**src/rtl/snes_input_controller_if.sv**
```systemverilog
// ---------------------------------------------------------------------------
// snes_input_controller_if
//
// Bundles the gamepad wires and the decoded button outputs of
// snes_input_controller.
//
//   snes_data       pad -> controller, serial data, active-low (0 = pressed)
//   snes_latch      controller -> pad, latch strobe
//   snes_clk        controller -> pad, shift clock, idles high
//   buttons[11:0]   decoded pressed flags, 1 = pressed
//   controller_out  filtered 4-bit button code for the grid controller
//   frame_done      one-cycle pulse when a frame has been decoded
//
// master: the controller side.  slave: the pad / downstream consumer side.
// ---------------------------------------------------------------------------
interface snes_input_controller_if;
    logic        snes_data;
    logic        snes_latch;
    logic        snes_clk;
    logic [11:0] buttons;
    logic [3:0]  controller_out;
    logic        frame_done;

    modport master (
        input  snes_data,
        output snes_latch,
        output snes_clk,
        output buttons,
        output controller_out,
        output frame_done
    );

    modport slave (
        output snes_data,
        input  snes_latch,
        input  snes_clk,
        input  buttons,
        input  controller_out,
        input  frame_done
    );
endinterface

```
**src/rtl/snes_input_controller.sv**
```systemverilog
// ---------------------------------------------------------------------------
// snes_input_controller
//
// Polls a SNES-style serial gamepad every POLL_INTERVAL clocks, shifts in its
// 16-bit frame, and decodes it into a 4-bit button code for the grid
// controller.  The code only changes after two consecutive frames agree.
//
// Parameters
//   CLK_DIV        clk cycles per half-period of snes_clk (>= 4)
//   POLL_INTERVAL  clk cycles between frame starts (> 34*CLK_DIV + 2)
//
// Ports
//   clk    system clock
//   reset  asynchronous, active-high reset
//   pad    snes_input_controller_if.master:
//            snes_data in, snes_latch / snes_clk to the pad,
//            buttons / controller_out / frame_done to the consumer
// ---------------------------------------------------------------------------
module snes_input_controller #(
    parameter int CLK_DIV       = 300,
    parameter int POLL_INTERVAL = 833333
) (
    input  logic                           clk,
    input  logic                           reset,
    snes_input_controller_if.master        pad
);

    localparam int POLL_W = $clog2(POLL_INTERVAL);
    localparam int DIV_W  = $clog2(2 * CLK_DIV);

    localparam logic [POLL_W-1:0] POLL_LAST  = POLL_W'(POLL_INTERVAL - 1);
    localparam logic [DIV_W-1:0]  LATCH_LAST = DIV_W'(2 * CLK_DIV - 1);
    localparam logic [DIV_W-1:0]  PHASE_LAST = DIV_W'(CLK_DIV - 1);

    typedef enum logic [2:0] {
        IDLE,
        LATCH,
        CLK_LOW,
        CLK_HIGH,
        DECODE
    } state_t;

    state_t            state;
    state_t            next_state;
    logic [POLL_W-1:0] poll_cnt;
    logic [DIV_W-1:0]  div_cnt;
    logic [3:0]        bit_cnt;
    logic [15:0]       shift;
    logic [3:0]        prev_code;
    logic              data_meta;
    logic              data_s;

    logic              poll_wrap;
    logic              latch_end;
    logic              phase_end;
    logic              sig_ok;
    logic [11:0]       frame_btn;
    logic [3:0]        frame_code;

    // Lowest pressed index wins: scan from the top so lower bits overwrite.
    function automatic logic [3:0] encode(input logic [11:0] btn);
        logic [3:0] code;
        code = 4'd0;
        for (int i = 11; i >= 0; i--) begin
            if (btn[i]) begin
                code = 4'(i + 1);
            end
        end
        return code;
    endfunction

    // The pad line idles high, so the synchroniser resets to 1 to avoid a
    // spurious "pressed" sample straight out of reset.
    // NOTE: sequential state is updated with <= only, so every flop samples
    // the pre-edge value of every other flop regardless of block ordering.
    always_ff @(posedge clk or posedge reset) begin
        if (reset) begin
            data_meta <= 1'b1;
            data_s    <= 1'b1;
        end else begin
            data_meta <= pad.snes_data;
            data_s    <= data_meta;
        end
    end

    // Free-running poll timer; its wrap is the only frame trigger.
    always_ff @(posedge clk or posedge reset) begin
        if (reset) begin
            poll_cnt <= '0;
        end else if (poll_cnt == POLL_LAST) begin
            poll_cnt <= '0;
        end else begin
            poll_cnt <= poll_cnt + POLL_W'(1);
        end
    end

    assign poll_wrap = (poll_cnt == POLL_LAST);
    assign latch_end = (div_cnt == LATCH_LAST);
    assign phase_end = (div_cnt == PHASE_LAST);

    // The always-released signature bits must read as 0; otherwise the
    // frame is discarded and treated as "no buttons".
    assign sig_ok     = (shift[15:12] == 4'b0000);
    assign frame_btn  = sig_ok ? shift[11:0] : 12'h000;
    assign frame_code = encode(frame_btn);

    always_ff @(posedge clk or posedge reset) begin
        if (reset) begin
            state <= IDLE;
        end else begin
            state <= next_state;
        end
    end

    // NOTE: next_state gets its default before the case, so no path through
    // this block leaves it unassigned and no latch is inferred.
    always_comb begin
        next_state = state;
        case (state)
            IDLE:     if (poll_wrap) next_state = LATCH;
            LATCH:    if (latch_end) next_state = CLK_LOW;
            CLK_LOW:  if (phase_end) next_state = CLK_HIGH;
            CLK_HIGH: begin
                if (phase_end) begin
                    next_state = (bit_cnt == 4'd15) ? DECODE : CLK_LOW;
                end
            end
            DECODE:   next_state = IDLE;
            default:  next_state = IDLE;
        endcase
    end

    // Datapath.  Pad strobes and frame_done are registered copies of the
    // next state so they line up exactly with the state register and reach
    // the pad pins glitch-free.
    always_ff @(posedge clk or posedge reset) begin
        if (reset) begin
            div_cnt            <= '0;
            bit_cnt            <= 4'd0;
            shift              <= 16'h0000;
            prev_code          <= 4'd0;
            pad.buttons        <= 12'h000;
            pad.controller_out <= 4'd0;
            pad.snes_latch     <= 1'b0;
            pad.snes_clk       <= 1'b1;
            pad.frame_done     <= 1'b0;
        end else begin
            pad.snes_latch <= (next_state == LATCH);
            pad.snes_clk   <= (next_state != CLK_LOW);
            pad.frame_done <= (next_state == DECODE);

            // div_cnt times each phase from 0 on entry.
            if (next_state != state || state == IDLE || state == DECODE) begin
                div_cnt <= '0;
            end else begin
                div_cnt <= div_cnt + DIV_W'(1);
            end

            case (state)
                LATCH: begin
                    if (latch_end) begin
                        shift[0] <= ~data_s;
                        bit_cnt  <= 4'd0;
                    end
                end
                CLK_HIGH: begin
                    // Sample late in the high phase, well after the pad has
                    // shifted on the rising edge and the synchroniser settled.
                    if (phase_end && bit_cnt != 4'd15) begin
                        shift[bit_cnt + 4'd1] <= ~data_s;
                        bit_cnt               <= bit_cnt + 4'd1;
                    end
                end
                DECODE: begin
                    pad.buttons <= frame_btn;
                    prev_code   <= frame_code;
                    // Two-frame agreement filter.
                    if (frame_code == prev_code) begin
                        pad.controller_out <= frame_code;
                    end
                end
                default: ;
            endcase
        end
    end

endmodule

```
**src/flat_wrapper.sv**
```systemverilog
// flat-port wrapper written by rule: the top's interface ports become plain ports
module snes_input_controller_flat 
#(
    parameter int CLK_DIV       = 300,
    parameter int POLL_INTERVAL = 833333
)
  (clk, reset, pad_snes_data, pad_snes_latch, pad_snes_clk, pad_buttons, pad_controller_out, pad_frame_done);
  snes_input_controller_if pad_i ();
  input  logic clk;
  input  logic reset;
  input wire logic [$bits(pad_i.snes_data)-1:0] pad_snes_data;
  output wire logic [$bits(pad_i.snes_latch)-1:0] pad_snes_latch;
  output wire logic [$bits(pad_i.snes_clk)-1:0] pad_snes_clk;
  output wire logic [$bits(pad_i.buttons)-1:0] pad_buttons;
  output wire logic [$bits(pad_i.controller_out)-1:0] pad_controller_out;
  output wire logic [$bits(pad_i.frame_done)-1:0] pad_frame_done;
  assign pad_i.snes_data = pad_snes_data;
  assign pad_snes_latch = pad_i.snes_latch;
  assign pad_snes_clk = pad_i.snes_clk;
  assign pad_buttons = pad_i.buttons;
  assign pad_controller_out = pad_i.controller_out;
  assign pad_frame_done = pad_i.frame_done;
  snes_input_controller #(.CLK_DIV(CLK_DIV), .POLL_INTERVAL(POLL_INTERVAL)) u_core (.clk(clk), .reset(reset), .pad(pad_i));
endmodule
```
**config.mk**
```make
export PLATFORM = sky130hd
export DESIGN_NAME = snes_input_controller_flat
export DESIGN_NICKNAME = d
export VERILOG_FILES = /design/src/rtl/snes_input_controller_if.sv /design/src/rtl/snes_input_controller.sv /design/src/flat_wrapper.sv
export SDC_FILE = /design/constraint.sdc
export NUM_CORES = 1
export LEC_CHECK = 0
export ABC_AREA = 0
export BUFFER_PORTS_ARGS = -buffer_cell sky130_fd_sc_hd__buf_4
export CAP_MARGIN = 20
export CORE_UTILIZATION = 30
export CTS_CLUSTER_SIZE = 12
export DETAILED_ROUTE_END_ITERATION = 7
export SYNTH_ARGS = -nofsm -noshare
export SYNTH_HDL_FRONTEND = slang
export SYNTH_SLANG_ARGS = --single-unit
```
**constraint.sdc**
```tcl
create_clock -name clk -period 7.5 [get_ports clk]
set_clock_uncertainty 0.15 [all_clocks]
set_input_delay 0.75 -clock clk [delete_from_list [all_inputs] [get_ports clk]]
set_output_delay 0.75 -clock clk [all_outputs]
set_load 0.02 [all_outputs]
```
==> reports/qor.yml <==
logic_synthesis:
  synth_seq_cells: 78
  yosys_warnings: 0
  syn_area_mm2: 0.00375
  syn_area_per_cell_um2: 9.90
  synth.distinct_cells: 46
  ys_seq_area_frac: 0.521
  synth_edf_count: 0
  synthFlopType: "dfrtp_1"
  async_flop_share: 1.00
  syn_inst: 379
  syn-num-nets: 390
power:
  leakagePower_nw: 1.94
  power_switching_uw: 183
  power_frac_seq: 0.438
  combPwrFrac: 0.009
  p_clk_frac: 0.553
  powerDensity_mw_per_mm2: 216
  intPower_uw: 783
  switching_share: 0.189
  ir_drop_mv: 0.111
  power_uw: 966
worst_setup_path:
  setup.worst_path.start_class: "flop"
  rrSetupSlack_ns: 4.83
  path_cells: "ha_1 > nor4bb_1 > nand3_1 > nor2_1 > a31oi_1 > o21ai_0 > o31ai_1"
  cp-end-kind: "flop"
  r2r_end: "u_core.shift[0]"
  cp.required_ns: 7.55
  criticalPathCategory: "flop to flop"
  path_max_fanout: 14
  r2r_cells: 7
  cp_slowest_cell: "nor2_1"
  cp.arrival_ns: 2.72
  cpLargestDelayFamily: "simple AND/OR/NAND/NOR gates"
  crit_path_end: "u_core.shift[0]"
  crit_buf_inv: 0
  cpPeakStageDelay_ns: 0.67
  r2r_start: "u_core.div_cnt[0]"
  crit_start: "u_core.div_cnt[0]"
  worstSetupPathDepth: 7
place:
  place_hpwl_mm: 4.93
  place_congestion: 0.773
  place_area_mm2: 0.00411
  place_ws_ns: 4.81
  portBuffers: 21
cts:
  post_cts_resized: 0
  cts.sinks: 78
  post_cts_buffers: 0
  cts_max_level: 3
  holdBufCountCts: 0
  clockBufferDepth: 2
  clk_latency_ns: 0.34
  cts_tree: "built"
  cts_made_buffers: 9
  cts_root_buffer: "clkbuf_16"
  clk_pin_slew_worst_paths_ns: 0.06
drt:
  route.detailed.drc: 0
  first_pass_iters: 4
  finalWirelength_mm: 7.15
  vias: 2697
  wl_per_cell_um: 12.4
  ant_nets: 0
  routed_via_density: 4.68
  first_iter_violations: 219
grt:
  grt_usage: 0.125
  antenna_found_initial: 0
  grt_pass1_vias: 2599
  grt_max_degree: 79
  grt_pass1_wl_mm: 12.8
  gr-total-overflow: 0
floorplanning:
  fp.dieW_um: 114
  core_area_mm2: 0.0121
  ioPinCount: 22
  die-area_mm2: 0.0130
  die_h_um: 114
  start_util: 0.310
  std_cell_rows: 40
final_layout:
  fin_area_mm2: 0.00448
  area_growth_pct: 19.3
  layout.nets: 414
  drive_above_1_share: 0.130
  n_antenna_cell: 0
sta:
  post-route-period-util: 0.355
  period_minus_slack_ns: 2.67
  fmax_ghz: 0.375
  setup_ws_ns: 4.83
  tns_ns: 0
  rsz0062_at_grt: "false"
  drv_slew: 0
  maxSlewHeadroom: 0.356
  setup_viol: 0
  hold_viol_final: 0
  tightest_slew_ns: 0.965
worst_hold_path:
  hold_path.class: "flop to flop"
run:
  cap_violations: 0
status:
  status: "completed"
-- final cells by class --
type / instances / area [um2]
clock buffers: 9 / 225
clock inverters: 7 / 145
flip-flops and latches: 78 / 1960
multi-input cells: 275 / 1710
fillers: 1226 / 7630
well taps: 168 / 210
inverters: 16 / 61.3
repair buffers: 23 / 173
-- cell usage after synthesis, drive strengths merged, types with 5 or more instances --
cell	number	area [um2]
dfrtp	75	1880
nor2	45	169
nand2	43	161
o21ai	28	140
nand3	24	120
xor2	17	149
inv	16	60.1
xnor2	14	123
a22o	13	114
clkbuf	10	37.5
ha	8	100
nor4	8	56.3
nand4	7	43.8
and3	6	37.5
a21oi	5	25.0
nor3	5	25.0
or3	5	31.3
-- cell usage in the layout, fill, tap and decap left out, drive strengths merged, types with 9 or more instances in the layout --
master / netlist / routed
buf: 0 / 23
nand2: 43 / 43
o21ai: 28 / 28
xnor2: 14 / 14
xor2: 17 / 17
a22o: 13 / 13
inv: 16 / 16
nand3: 24 / 24
dfrtp: 75 / 75
clkbuf: 10 / 9
nor2: 45 / 45
-- registers in the layout, indices dropped and copies added, names as in the netlist, 3 cells and up --
signal                     flops
u_core.pad.buttons            12
u_core.bit_cnt                 4
u_core.prev_code               4
u_core.shift                  16
u_core.poll_cnt               20
u_core.state                   3
u_core.pad.controller_out      4
u_core.div_cnt                10
-- stage by stage --
step	hold WS (ns)	std cells	utilization
global placement	0.197	560	0.339
finish	0.206	576	0.370
floorplan	0.195	379	-
CTS	0.206	576	0.370
detailed placement	0.197	560	0.339
global route	0.212	576	0.370
-- cell families (layout without fill, tap and decap cells) --
group / after synthesis / in the layout / synth area share
simple gates: 168 / 168 / 0.223
flops: 78 / 78 / 0.521
xor+xnor: 31 / 31 / 0.0723
mux: 6 / 6 / 0.0173
fa+ha+maj: 8 / 8 / 0.0267
buf+inv: 26 / 55 / 0.0260
compound gates: 62 / 62 / 0.114
-- routing by layer --
metal / part of all wire / vias to the layer above / track usage
li1: - / 1383 / -
met1: 0.50 / 1250 / 0.172
met2: 0.43 / 46 / 0.181
met3: 0.040 / 18 / 0.0287
met4: 0.029 / 0 / 0.0684
met5: 0 / - / 0
-- how the worst min path moves through the flow --
stage | from | depth (start not counted) | slack, ns | endpoint
after floorplan | u_core.data_meta | 0 | 0.20 | u_core.data_s
after global placement | u_core.data_meta | 0 | 0.20 | u_core.data_s
after detailed placement | u_core.data_meta | 0 | 0.20 | u_core.data_s
after CTS | u_core.data_meta | 0 | 0.21 | u_core.data_s
after global routing | u_core.data_meta | 0 | 0.21 | u_core.data_s
final | u_core.data_meta | 0 | 0.21 | u_core.data_s
-- power groups by stage --
stage               combinational [mW]  clock (mW)  sequential, mW
global route                    0.0112       0.564           0.423
floorplan                      0.00661           0           0.430
CTS                            0.00976       0.547           0.423
global placement               0.00968           0           0.431
finish                         0.00903       0.534           0.423
detailed placement             0.00979           0           0.431
Power figures use the tool's default switching activity.
